==> config.mk <==
export PLATFORM = sky130hd
export DESIGN_NAME = io_ctrl_flat
export DESIGN_NICKNAME = d
export VERILOG_FILES = /design/src/rtl/io_ctrl_if.sv /design/src/rtl/io_ctrl.sv /design/src/flat_wrapper.sv
export SDC_FILE = /design/constraint.sdc
export NUM_CORES = 1
export LEC_CHECK = 0
export CAP_MARGIN = 20
export CORE_MARGIN = 3
export CORE_UTILIZATION = 40
export CTS_BUF_LIST = sky130_fd_sc_hd__clkbuf_8
export DETAILED_ROUTE_END_ITERATION = 6
export GPL_TIMING_DRIVEN = 0
export MAX_ROUTING_LAYER = met4
export PLACE_DENSITY_LB_ADDON = 0.25
export RECOVER_POWER = 50
export SYNTH_ARGS = -nofsm -noshare
export SYNTH_HDL_FRONTEND = slang
export SYNTH_SLANG_ARGS = --single-unit
==> constraint.sdc <==
create_clock -name clk -period 2.2 [get_ports clk]
set_clock_uncertainty 0.1 [all_clocks]
set_input_delay 0.66 -clock clk [delete_from_list [all_inputs] [get_ports clk]]
set_output_delay 0.66 -clock clk [all_outputs]
set_load 0.005 [all_outputs]
==> src/rtl/io_ctrl_if.sv <==
// io_ctrl CPU data-bus interface.
// Master drives the bus; slave (io_ctrl) returns combinational read data.
interface io_ctrl_if #(
  parameter int ADDR_W = 32
);
  logic              ce;
  logic              we;
  logic [ADDR_W-1:0] addr;
  logic [31:0]       data_i;
  logic [31:0]       data_o;

  modport master (
    output ce,
    output we,
    output addr,
    output data_i,
    input  data_o
  );

  modport slave (
    input  ce,
    input  we,
    input  addr,
    input  data_i,
    output data_o
  );
endinterface

==> src/rtl/io_ctrl.sv <==
// io_ctrl: memory-mapped LED/SEG/switch/button controller with irq.
// Optional macro IO_DEBOUNCE_EN adds per-bit debounce counters.
module io_ctrl #(
  parameter int SW_W       = 16,
  parameter int BTN_W      = 4,
  parameter int LED_W      = 16,
  parameter int DEB_CYCLES = 50000,
  parameter int ADDR_W     = 32
) (
  input  logic             clk,
  input  logic             rst,
  io_ctrl_if.slave         bus,
  input  logic [SW_W-1:0]  sw,
  input  logic [BTN_W-1:0] btn,
  output logic [LED_W-1:0] led,
  output logic [31:0]      seg,
  output logic             irq
);

  localparam int IN_W = SW_W + BTN_W;

  // Register offsets decoded from addr[4:2]
  localparam logic [2:0] OFF_LED   = 3'd0;
  localparam logic [2:0] OFF_SEG   = 3'd1;
  localparam logic [2:0] OFF_SW    = 3'd2;
  localparam logic [2:0] OFF_BTN   = 3'd3;
  localparam logic [2:0] OFF_EDGE  = 3'd4;
  localparam logic [2:0] OFF_IMASK = 3'd5;

  logic [2:0]      off;
  logic            wr_en;
  logic            rd_en;
  logic [5:0]      sel;

  logic [IN_W-1:0] raw;
  logic [IN_W-1:0] s1_d, s1_q;
  logic [IN_W-1:0] s2_d, s2_q;
  logic [IN_W-1:0] deb;

  logic [SW_W-1:0]  sw_deb;
  logic [BTN_W-1:0] btn_deb;
  logic [BTN_W-1:0] btn_dly_d, btn_dly_q;
  logic [BTN_W-1:0] rise;
  logic [BTN_W-1:0] clr;

  logic [LED_W-1:0] led_d, led_q;
  logic [31:0]      seg_d, seg_q;
  logic [BTN_W-1:0] edge_d, edge_q;
  logic [BTN_W-1:0] imask_d, imask_q;
  logic             irq_d, irq_q;

  logic             unused_ok;

  assign off   = bus.addr[4:2];
  assign wr_en = bus.ce & bus.we;
  assign rd_en = bus.ce & ~bus.we;
  assign raw   = {btn, sw};

  assign unused_ok = ^{bus.addr[ADDR_W-1:5], bus.addr[1:0]};

  // One-hot register select
  always_comb begin
    sel = '0;
    sel[0] = (off == OFF_LED);
    sel[1] = (off == OFF_SEG);
    sel[2] = (off == OFF_SW);
    sel[3] = (off == OFF_BTN);
    sel[4] = (off == OFF_EDGE);
    sel[5] = (off == OFF_IMASK);
  end

  // Two-flop synchroniser next state
  always_comb begin
    s1_d = raw;
    s2_d = s1_q;
  end

  // Synchroniser flops
  always_ff @(posedge clk) begin
    if (rst) begin
      s1_q <= '0;
      s2_q <= '0;
    end else begin
      s1_q <= s1_d;
      s2_q <= s2_d;
    end
  end

`ifdef IO_DEBOUNCE_EN
  localparam int CW = (DEB_CYCLES > 2) ? $clog2(DEB_CYCLES) : 1;
  localparam logic [CW-1:0] CNT_MAX = CW'(DEB_CYCLES - 1);

  logic [IN_W-1:0] deb_d, deb_q;
  logic [CW-1:0]   cnt_d [IN_W];
  logic [CW-1:0]   cnt_q [IN_W];

  // Per-bit debounce: count consecutive disagreeing cycles
  always_comb begin
    deb_d = deb_q;
    for (int i = 0; i < IN_W; i++) begin
      cnt_d[i] = '0;
      if (s2_q[i] != deb_q[i]) begin
        if (cnt_q[i] == CNT_MAX) begin
          deb_d[i] = s2_q[i];
        end else begin
          cnt_d[i] = cnt_q[i] + CW'(1);
        end
      end
    end
  end

  // Debounce state flops
  always_ff @(posedge clk) begin
    if (rst) begin
      deb_q <= '0;
      for (int i = 0; i < IN_W; i++) begin
        cnt_q[i] <= '0;
      end
    end else begin
      deb_q <= deb_d;
      for (int i = 0; i < IN_W; i++) begin
        cnt_q[i] <= cnt_d[i];
      end
    end
  end

  assign deb = deb_q;
`else
  localparam int unused_deb = DEB_CYCLES;

  assign deb = s2_q;
`endif

  assign sw_deb  = deb[SW_W-1:0];
  assign btn_deb = deb[IN_W-1:SW_W];
  assign rise    = btn_deb & ~btn_dly_q;

  // Register writes, W1C edge status, irq
  always_comb begin
    led_d     = led_q;
    seg_d     = seg_q;
    imask_d   = imask_q;
    clr       = '0;
    btn_dly_d = btn_deb;
    if (wr_en) begin
      unique case (1'b1)
        sel[0]:  led_d   = bus.data_i[LED_W-1:0];
        sel[1]:  seg_d   = bus.data_i;
        sel[4]:  clr     = bus.data_i[BTN_W-1:0];
        sel[5]:  imask_d = bus.data_i[BTN_W-1:0];
        default: ;
      endcase
    end
    edge_d = (edge_q & ~clr) | rise;
    irq_d  = |(edge_q & imask_q);
  end

  // Register flops
  always_ff @(posedge clk) begin
    if (rst) begin
      led_q     <= '0;
      seg_q     <= '0;
      edge_q    <= '0;
      imask_q   <= '0;
      irq_q     <= 1'b0;
      btn_dly_q <= '0;
    end else begin
      led_q     <= led_d;
      seg_q     <= seg_d;
      edge_q    <= edge_d;
      imask_q   <= imask_d;
      irq_q     <= irq_d;
      btn_dly_q <= btn_dly_d;
    end
  end

  // Combinational read mux, zero-extended
  always_comb begin
    bus.data_o = '0;
    if (rd_en) begin
      unique case (1'b1)
        sel[0]:  bus.data_o = 32'(led_q);
        sel[1]:  bus.data_o = seg_q;
        sel[2]:  bus.data_o = 32'(sw_deb);
        sel[3]:  bus.data_o = 32'(btn_deb);
        sel[4]:  bus.data_o = 32'(edge_q);
        sel[5]:  bus.data_o = 32'(imask_q);
        default: bus.data_o = '0;
      endcase
    end
  end

  assign led = led_q;
  assign seg = seg_q;
  assign irq = irq_q;

endmodule
==> src/flat_wrapper.sv <==
// flat-port wrapper written by rule: the top's interface ports become plain ports
module io_ctrl_flat 
#(
  parameter int SW_W       = 16,
  parameter int BTN_W      = 4,
  parameter int LED_W      = 16,
  parameter int DEB_CYCLES = 50000,
  parameter int ADDR_W     = 32
)
  (clk, rst, sw, btn, led, seg, irq, bus_ce, bus_we, bus_addr, bus_data_i, bus_data_o);
  io_ctrl_if #(.ADDR_W(ADDR_W)) bus_i ();
  input  logic clk;
  input  logic rst;
  input  logic [SW_W-1:0] sw;
  input  logic [BTN_W-1:0] btn;
  output logic [LED_W-1:0] led;
  output logic [31:0] seg;
  output logic irq;
  input wire logic [$bits(bus_i.ce)-1:0] bus_ce;
  input wire logic [$bits(bus_i.we)-1:0] bus_we;
  input wire logic [$bits(bus_i.addr)-1:0] bus_addr;
  input wire logic [$bits(bus_i.data_i)-1:0] bus_data_i;
  output wire logic [$bits(bus_i.data_o)-1:0] bus_data_o;
  assign bus_i.ce = bus_ce;
  assign bus_i.we = bus_we;
  assign bus_i.addr = bus_addr;
  assign bus_i.data_i = bus_data_i;
  assign bus_data_o = bus_i.data_o;
  io_ctrl #(.SW_W(SW_W), .BTN_W(BTN_W), .LED_W(LED_W), .DEB_CYCLES(DEB_CYCLES), .ADDR_W(ADDR_W)) u_core (.clk(clk), .rst(rst), .bus(bus_i), .sw(sw), .btn(btn), .led(led), .seg(seg), .irq(irq));
endmodule
After elaboration in Yosys (flattened, before gate mapping):

Index checks and enable logic that the tools add are counted.

* bits in read-only memories: 0
* logic and storage cells: 31
* output and inout port bits: 81
* flip-flop bits (word level): 101
* input bits: 88
* memories: 0
* bits in writable memories: 0
* bits in latches: 0

* equality and inequality tests: 5
* magnitude comparators: 0
* divide/modulo/power cells: 0
* shift-type cells: 0
* add/subtract/negate cells: 0
* $mul: 0
* multiplexer cells: 4
* bitwise operators: 9
* reduce and logical (&&, ||, !) cells: 5

Operators by type and width (number)
* $pmux W32 S6: 1
* $mux W32: 1
* $and A4 B4 Y4: 3
* $mux W4: 2
* $not A4 Y4: 2
* $eq A3 B2 Y1 const B: 2
* $eq A3 B3 Y1 const B: 2
* $reduce_and A2 Y1: 3
* $or A4 B4 Y4: 1
* $reduce_or A4 Y1: 1
* $eq A3 B1 Y1 const B: 1
* $logic_not A3 Y1: 1
* $and A1 B1 Y1: 2
* $not A1 Y1: 1

Logic depth before layout (Yosys ltp):

Gate-level depths: netlist of run 1.

* word-level depth: 6
* depth in mapped cells: 6
* mapped depth without buffers: 3

Worst setup path before layout of run 1:

No wires, ideal clock.

* path kind: in2out
* start: in bus_addr[2]
* end: out bus_data_o[0]
* required time: 1440 ps
* buffers on the path: 2
* data arrival time: 1488 ps
* setup slack: -48 ps
* cell stages on the path: 5
* path through: buf_6 > buf_12 > mux2_4 > o2bb2ai_1 > o21a_1

* word-level cells in the longest chain between the ends: 3
* elaborated cells on any way between the ends: 8
* those cells by class: eq/ne (5); mux (2); reduce/logical (1)

Ends and longest elaborated chain
* start: declaration: line flat_wrapper.sv:21 `input wire logic [$bits(bus_i.addr)-1:0] bus_addr;`
* $eq A3 B3 Y1, or another cell as far along: line io_ctrl.sv:69 `sel[5] = (off == OFF_IMASK);`
* $pmux W32 S6 *: line io_ctrl.sv:181 `unique case (1'b1)`
* $mux W32 *: line io_ctrl.sv:180 `if (rd_en) begin`
* end: declaration: line flat_wrapper.sv:23 `output wire logic [$bits(bus_i.data_o)-1:0] bus_data_o;`

Mark *: on every way between the ends. The rest lies on a longest branch, timed or not.

Worst setup path after layout of run 1:

Ends and elaborated chain as after synthesis.

==> results.md, run 1 <==
* Commonest non-fill, non-tap cell in the layout: dfxtp_1
* RD Place Congestion at 0.825
* TritonCTS buffer count at 9
* Post-Syn Area at 4160 sq um
* Peak supply drop at ~0.35 mV
* Yosys warns at 0
* Synth unique cells at 38
* DRT Wirelength at between 10 and 15 mm
* Die Area at ~12000 sq um
* All-layer global routing usage at 0.220
* Worst Hold Path EP: u_core.deb[2]$_SDFF_PP0_
* Reg2reg setup slack at 1.30 ns
* Final worst slack at -0.221 ns
* Root buffer cell: clkbuf_8
* Final Hold Fails at 0
* Sequential area share after synthesis at 0.486
* Worst skew pair latency at 0.36 ns
* Critical path class: input port to output port
* # diodes at 0
* First-pass GRT wire length at 19.6 mm
* Largest net degree at the start of global routing at 18
* Worst-path clk slew at 0.09 ns
* Die Wd at 108 um
* Leakage power at 2.35 nW
* Die Ht at 108 um
* Final setup fails at 32
* Crit. End Element: output port
* Hold depth at 1
* Power Density at approximately 570 nW/um^2
* Slew at the pin closest to its max-slew limit at around 0.6 ns
* Dpl ws at -1.17 ns
* Layout cells sized above 1 at 0.235
* Relative slew slack at 0.597
* Most frequent cells in the layout: dfxtp_1, clkdlybuf4s50_1, a21oi_1, nand3_1, nor2b_1
* Worst Reg-to-Reg Cells at 2
* Post-route DRC violation count at 0
* FF+latch count, synth at 101
* Area grow syn2layout at 51.7%
* Buffers on Ports at about 140
* Number of global-route vias before repair at 3900
* Max_cap viols at 0
* GR Overflow Total at 0
* Fin area at 6320 sq um
* Worst r2r src: u_core.led[10]$_SDFFE_PP0P_
* Max-slew violations at 0
* Pre-Repair DR Iteration Count at 5
* RSZ-0062 raised after global routing: yes
* Arr. time, crit path at 1.66 ns
* Final period util at 1.10
* Clk sink count at 101
* Outcome: complete, but fails checks
* Post-Syn Instances at 462
* Final setup TNS at -4.91 ns
* Ys flop type: dfxtp_1
* Average wire per standard cell at between 15 and 20 um
* Sequential Area at about 2000 sq um
* Area of the multi-input gates at 2070 sq um
* Core area at 9950 sq um
* Worst Path Required at about 1.4 ns
* Net Count, Synth at 550
* Minimum clock period after layout at around 2.4 ns
* HP Class: flip-flop to flip-flop
* Placed instance area at 5700 sq um
* Syn avg cell area at 9.01 sq um
* Type of origin of the critical path: input port
* Fmax achieved at a little over 400 MHz
* Initial drt markers at ~300
* # fillers at 863
* Nets at between 700 and 800
* Hpwl dp at 9.02 mm
* Top Ports at 169
* Initial Util at 0.418
* Hold slack at ~0.34 ns
* Vias per cell at 5.24
* Max clock buf depth at 2
* # rows at 36
* Post-synthesis async set-or-reset flop share at 0
* RR Endpoint: u_core.led[10]$_SDFFE_PP0P_
* CP max FO at 7
* Routed vias at 4011
* Antenna violations before repair at 0
* Post-synth EDFFs at 0
* Cts hold-fix bufs at 0
* Worst hold start: u_core.s1_q[2]$_SDFF_PP0_
* CTS tree: done
* DRT antenna net count at 0
* H-tree levels at 3
* Failing checks: negative setup slack
[Yosys cell counts (2+ instances only)]
cell type,n,share of area
nand2b_1,6,0.0090
nand2_1,13,0.012
o21ai_0,42,0.050
buf_2,10,0.012
o2bb2ai_1,3,0.0063
a21oi_1,69,0.083
buf_6,7,0.019
dfxtp_1,101,0.49
a22oi_1,2,0.0036
buf_4,3,0.0054
nor2b_1,47,0.071
o31ai_1,4,0.0072
inv_1,4,0.0036
or2_2,10,0.015
clkbuf_2,2,0.0024
and2_1,16,0.024
o21ai_1,11,0.013
o211ai_1,2,0.0036
or2_0,2,0.0030
nand3_1,52,0.063
nand3b_1,4,0.0072
o211a_1,2,0.0048
mux2i_1,19,0.046
clkbuf_1,17,0.015
[worst max-delay path, cell delays in order]
cell	delay, ns
buf_16	0.13
buf_12	0.14
mux2_4	0.29
o2bb2ai_2	0.12
o21a_1	0.19
buf_2	0.13
[worst max-delay path by stage]
stage	cells after the start	to	slack [ns]	from
after global routing	6	bus_data_o[0]	-0.25	bus_addr[2]
final	6	bus_data_o[0]	-0.22	bus_addr[2]
after CTS	6	bus_data_o[0]	-0.24	bus_addr[2]
after global placement	7	bus_data_o[0]	-1.19	bus_addr[3]
after detailed placement	7	bus_data_o[0]	-1.17	bus_addr[3]
after floorplan	5	bus_data_o[0]	-0.05	bus_addr[2]
[report_power, final]
group | internal, mW | switching (mW) | total [mW] | leakage, nW
Clock | 0.566 | 0.661 | 1.23 | 0.105
Combinational | 0.241 | 0.207 | 0.448 | 1.42
Sequential | 1.88 | 0.0228 | 1.90 | 0.824
[layout make-up]
type / instances / share of cell area
tap: 133 / 0.0263
sequential: 101 / 0.320
inverter: 4 / 0.00238
timing repair buffer: 158 / 0.244
multi-input combinational: 315 / 0.328
clock buffer: 10 / 0.0218
buffer: 39 / 0.0465
clock inverter: 6 / 0.0107
[sequential cells by signal (all words and copies together) (netlist names)]
| name | flops |
|---|---|
| u_core.seg | 32 |
| u_core.deb | 20 |
| u_core.s1_q | 20 |
| u_core.led | 16 |
| u_core.btn_dly_q | 4 |
| u_core.edge_q | 4 |
| u_core.imask_q | 4 |
| u_core.irq | 1 |
[metal layers]
layer | up-vias | wire length, um | track usage
li1 | 1922 | - | -
met1 | 1877 | 5230 | 0.260
met2 | 191 | 6400 | 0.375
met3 | 21 | 929 | 0.0364
met4 | 0 | 225 | 0.0821
met5 | - | 0 | -
[through the flow]
step | power, mW | util | cells
after floorplan | 2.12 | - | 462
after global placement | 2.32 | 0.573 | 732
after detailed placement | 2.32 | 0.573 | 732
after CTS | 3.58 | 0.623 | 763
after global routing | 3.70 | 0.635 | 766
final | 3.58 | 0.635 | 766
[kinds of logic after synthesis]
logic type	after synthesis	share of synthesized area
and+or+nand+nor	158	0.219
AOI/OAI and AO/OA	136	0.174
buffers and inverters	46	0.0670
muxes	21	0.0547
DFF	101	0.486
[what timing repair did]
item,4_1_cts,5_1_grt
pin swaps,30,14
endpoints found under the setup margin,32,32
gates cloned,4,0
setup buffers,12,5
gates resized for setup,229,25
(Power assumes the default switching activity.)
==> run 2: changes to the inputs <==
--- a/config.mk
+++ b/config.mk
@@ -6,6 +6,7 @@
 export NUM_CORES = 1
 export LEC_CHECK = 0
 export CAP_MARGIN = 20
+export CORE_ASPECT_RATIO = 1.25
 export CORE_MARGIN = 3
 export CORE_UTILIZATION = 40
 export CTS_BUF_LIST = sky130_fd_sc_hd__clkbuf_8
==> constraint.sdc (replaced) <==
create_clock -name clk -period 2.2 [get_ports clk]
set_clock_uncertainty 0.1 [all_clocks]
set_input_delay 0.33 -clock clk [delete_from_list [all_inputs] [get_ports clk]]
set_output_delay 0.33 -clock clk [all_outputs]
set_load 0.005 [all_outputs]
==> run 2 against run 1 <==
Effect of this change:
- the flow now finishes without violations
- first-iteration DRC count up 0.32%
- critical path depth unchanged
- global-route usage down 0.84 points
- count of clock-buffer cells in the layout unchanged
- flip-flop and latch count unchanged
- hold slack worse by 0.11 ns
- non-clock buffer count down 13
- final cell count down 2.2%
- die area about the same
- final area down 5.4%
- critical path type unchanged
- largest cell class is now registers
==> results.md, run 2 (synthesis results as in run 1) <==
* Die Wd at 97.3 um
* Arr. time, crit path at 1.71 ns
* Root buffer cell: clkbuf_8
* Clk sink count at 101
* Final std cells w/o fill at 749
* Initial drt markers at 309
* H-tree levels at 3
* RD Place Congestion at 0.845
* Layout cells sized above 1 at 0.126
* Reg2reg setup slack at 1.28 ns
* Die Ht at between 100 and 150 um
* All-layer global routing usage at 0.211
* # fillers at 926
* Leakage power at 2.36 nW
* Worst Reg-to-Reg Cells at 2
* Routed vias at around 3800
* CP max FO at 5
* Power Total at ~3.5 mW
* # diodes at 0
* Fmax achieved at 468 MHz
* RSZ-0062 raised after global routing: no
* Area of the multi-input gates at 1880 sq um
* # rows at between 40 and 50
* Pre-Repair DR Iteration Count at 5
* Cell count after placement at 728
* First-pass GRT wire length at roughly 19 mm
* Cts hold-fix bufs at 0
* Final period util at 0.972
* Sequential Area at 2040 sq um
* RR Endpoint: u_core.irq$_SDFF_PP0_
* Vias per cell at roughly 5.1
* Crit. End Element: output port
* Worst setup path endpoint: bus_data_o[19]
* Minimum clock period after layout at 2.14 ns
* Critical path class: input port to output port
* DRT Wirelength at 12.0 mm
* Final setup fails at 0
* Outcome: finished clean
* Commonest non-fill, non-tap cell in the layout: clkdlybuf4s50_1
* Slew at the pin closest to its max-slew limit at roughly 0.55 ns
* Max_cap viols at 0
* Relative slew slack at 0.636
* Fin area at 5970 sq um
* Type of origin of the critical path: input port
* CTS tree: done
* Worst r2r src: u_core.edge_q[2]$_SDFF_PP0_
* Buffers on Ports at 137
* Area grow syn2layout at 43.4%
* Most frequent cells in the layout: clkdlybuf4s50_1, dfxtp_1, a21oi_1, nand3_1, nor2b_1
* Power Density at between 500 and 600 nW/um^2
* DRT antenna net count at 0
* Placed instance area at 5700 sq um
* Peak supply drop at 0.388 mV
* Post-route DRC violation count at 0
* GR Overflow Total at 0
* Setup crit start: bus_we
* Initial Util at 0.412
* Antenna violations before repair at 0
* Average wire per standard cell at around 16 um
* Max-slew violations at 0
* Top Ports at 169
* Max reg flops at 32
* Worst Path Required at 1.77 ns
* Core area at around 10000 sq um
* Worst skew pair latency at 0.37 ns
* Number of global-route vias before repair at 3825
* Final setup TNS at 0 ns
* Dpl ws at -0.516 ns
* Max clock buf depth at 2
* TritonCTS buffer count at 9
* Die Area at roughly 12000 sq um
* Final Hold Fails at 0
* Hpwl dp at 8.93 mm
* Final worst slack at 0.0614 ns
* HP Class: input port to flip-flop
* Largest net degree at the start of global routing at 17
* Worst-path clk slew at 0.09 ns
* Nets at 703
==> run 2: cell count changes in the layout (fill, tap and decap cells not counted), moves of 14 or more <==
cell and delta:
and2_4 -14, and2_1 +14, buf_6 -15, dlygate4sd2_1 +20
buf_2 -17
==> run 2: worst min path at each step <==
| stage | startpoint | to | cells after the start |
|---|---|---|---|
| CTS | rst | u_core.s1_q[5]$_SDFF_PP0_ | 2 |
| finish | rst | u_core.s1_q[5]$_SDFF_PP0_ | 2 |
| floorplan | u_core.s1_q[0]$_SDFF_PP0_ | u_core.deb[0]$_SDFF_PP0_ | 1 |
| global placement | u_core.s1_q[19]$_SDFF_PP0_ | u_core.deb[19]$_SDFF_PP0_ | 1 |
| detailed placement | u_core.s1_q[13]$_SDFF_PP0_ | u_core.deb[13]$_SDFF_PP0_ | 1 |
| global route | rst | u_core.deb[19]$_SDFF_PP0_ | 2 |
==> run 2: metal layers <==
| metal | routed length, um | global-route usage | vias up |
|---|---|---|---|
| met5 | 0 | - | - |
| met4 | 371 | 0.0952 | 0 |
| met3 | 806 | 0.0465 | 26 |
| met2 | 5950 | 0.360 | 159 |
| met1 | 4850 | 0.238 | 1756 |
| li1 | - | - | 1895 |
==> run 2: through the flow <==
step / utilization / hold slack [ns]
floorplan: - / 0.314
global placement: 0.564 / 0.319
detailed placement: 0.564 / 0.320
CTS: 0.588 / 0.243
global route: 0.591 / 0.261
finish: 0.591 / 0.233
==> run 2: power breakdown <==
group          switching (mW)  total, mW  internal, mW  leakage [nW]
logic                   0.186      0.385         0.199          1.43
clock network           0.631       1.19         0.555         0.100
registers              0.0212       1.90          1.88         0.830
==> run 2: critical path, cell delays in order <==
cell             delay (ns)
clkdlybuf4s15_2        0.21
and2b_4                0.25
and3_4                 0.19
buf_4                  0.12
and2_1                 0.11
clkdlybuf4s50_1        0.49
==> run 2: layout make-up <==
class | instances | share of cell area
well taps | 129 | 0.0270
repair buffers | 142 | 0.235
inverters | 4 | 0.00251
multi-input cells | 315 | 0.314
clock buffers | 10 | 0.0230
flip-flops and latches | 101 | 0.341
clock inverters | 6 | 0.0105
plain buffers | 42 | 0.0473
==> run 2: timing repair <==
action / in CTS / in global routing
pin swaps: 1 / 2
setup endpoints to repair: 32 / 13
gates cloned: 1 / 0
gates resized for setup: 48 / 18
buffers inserted: 3 / 1
hold endpoints to repair: 0 / 0
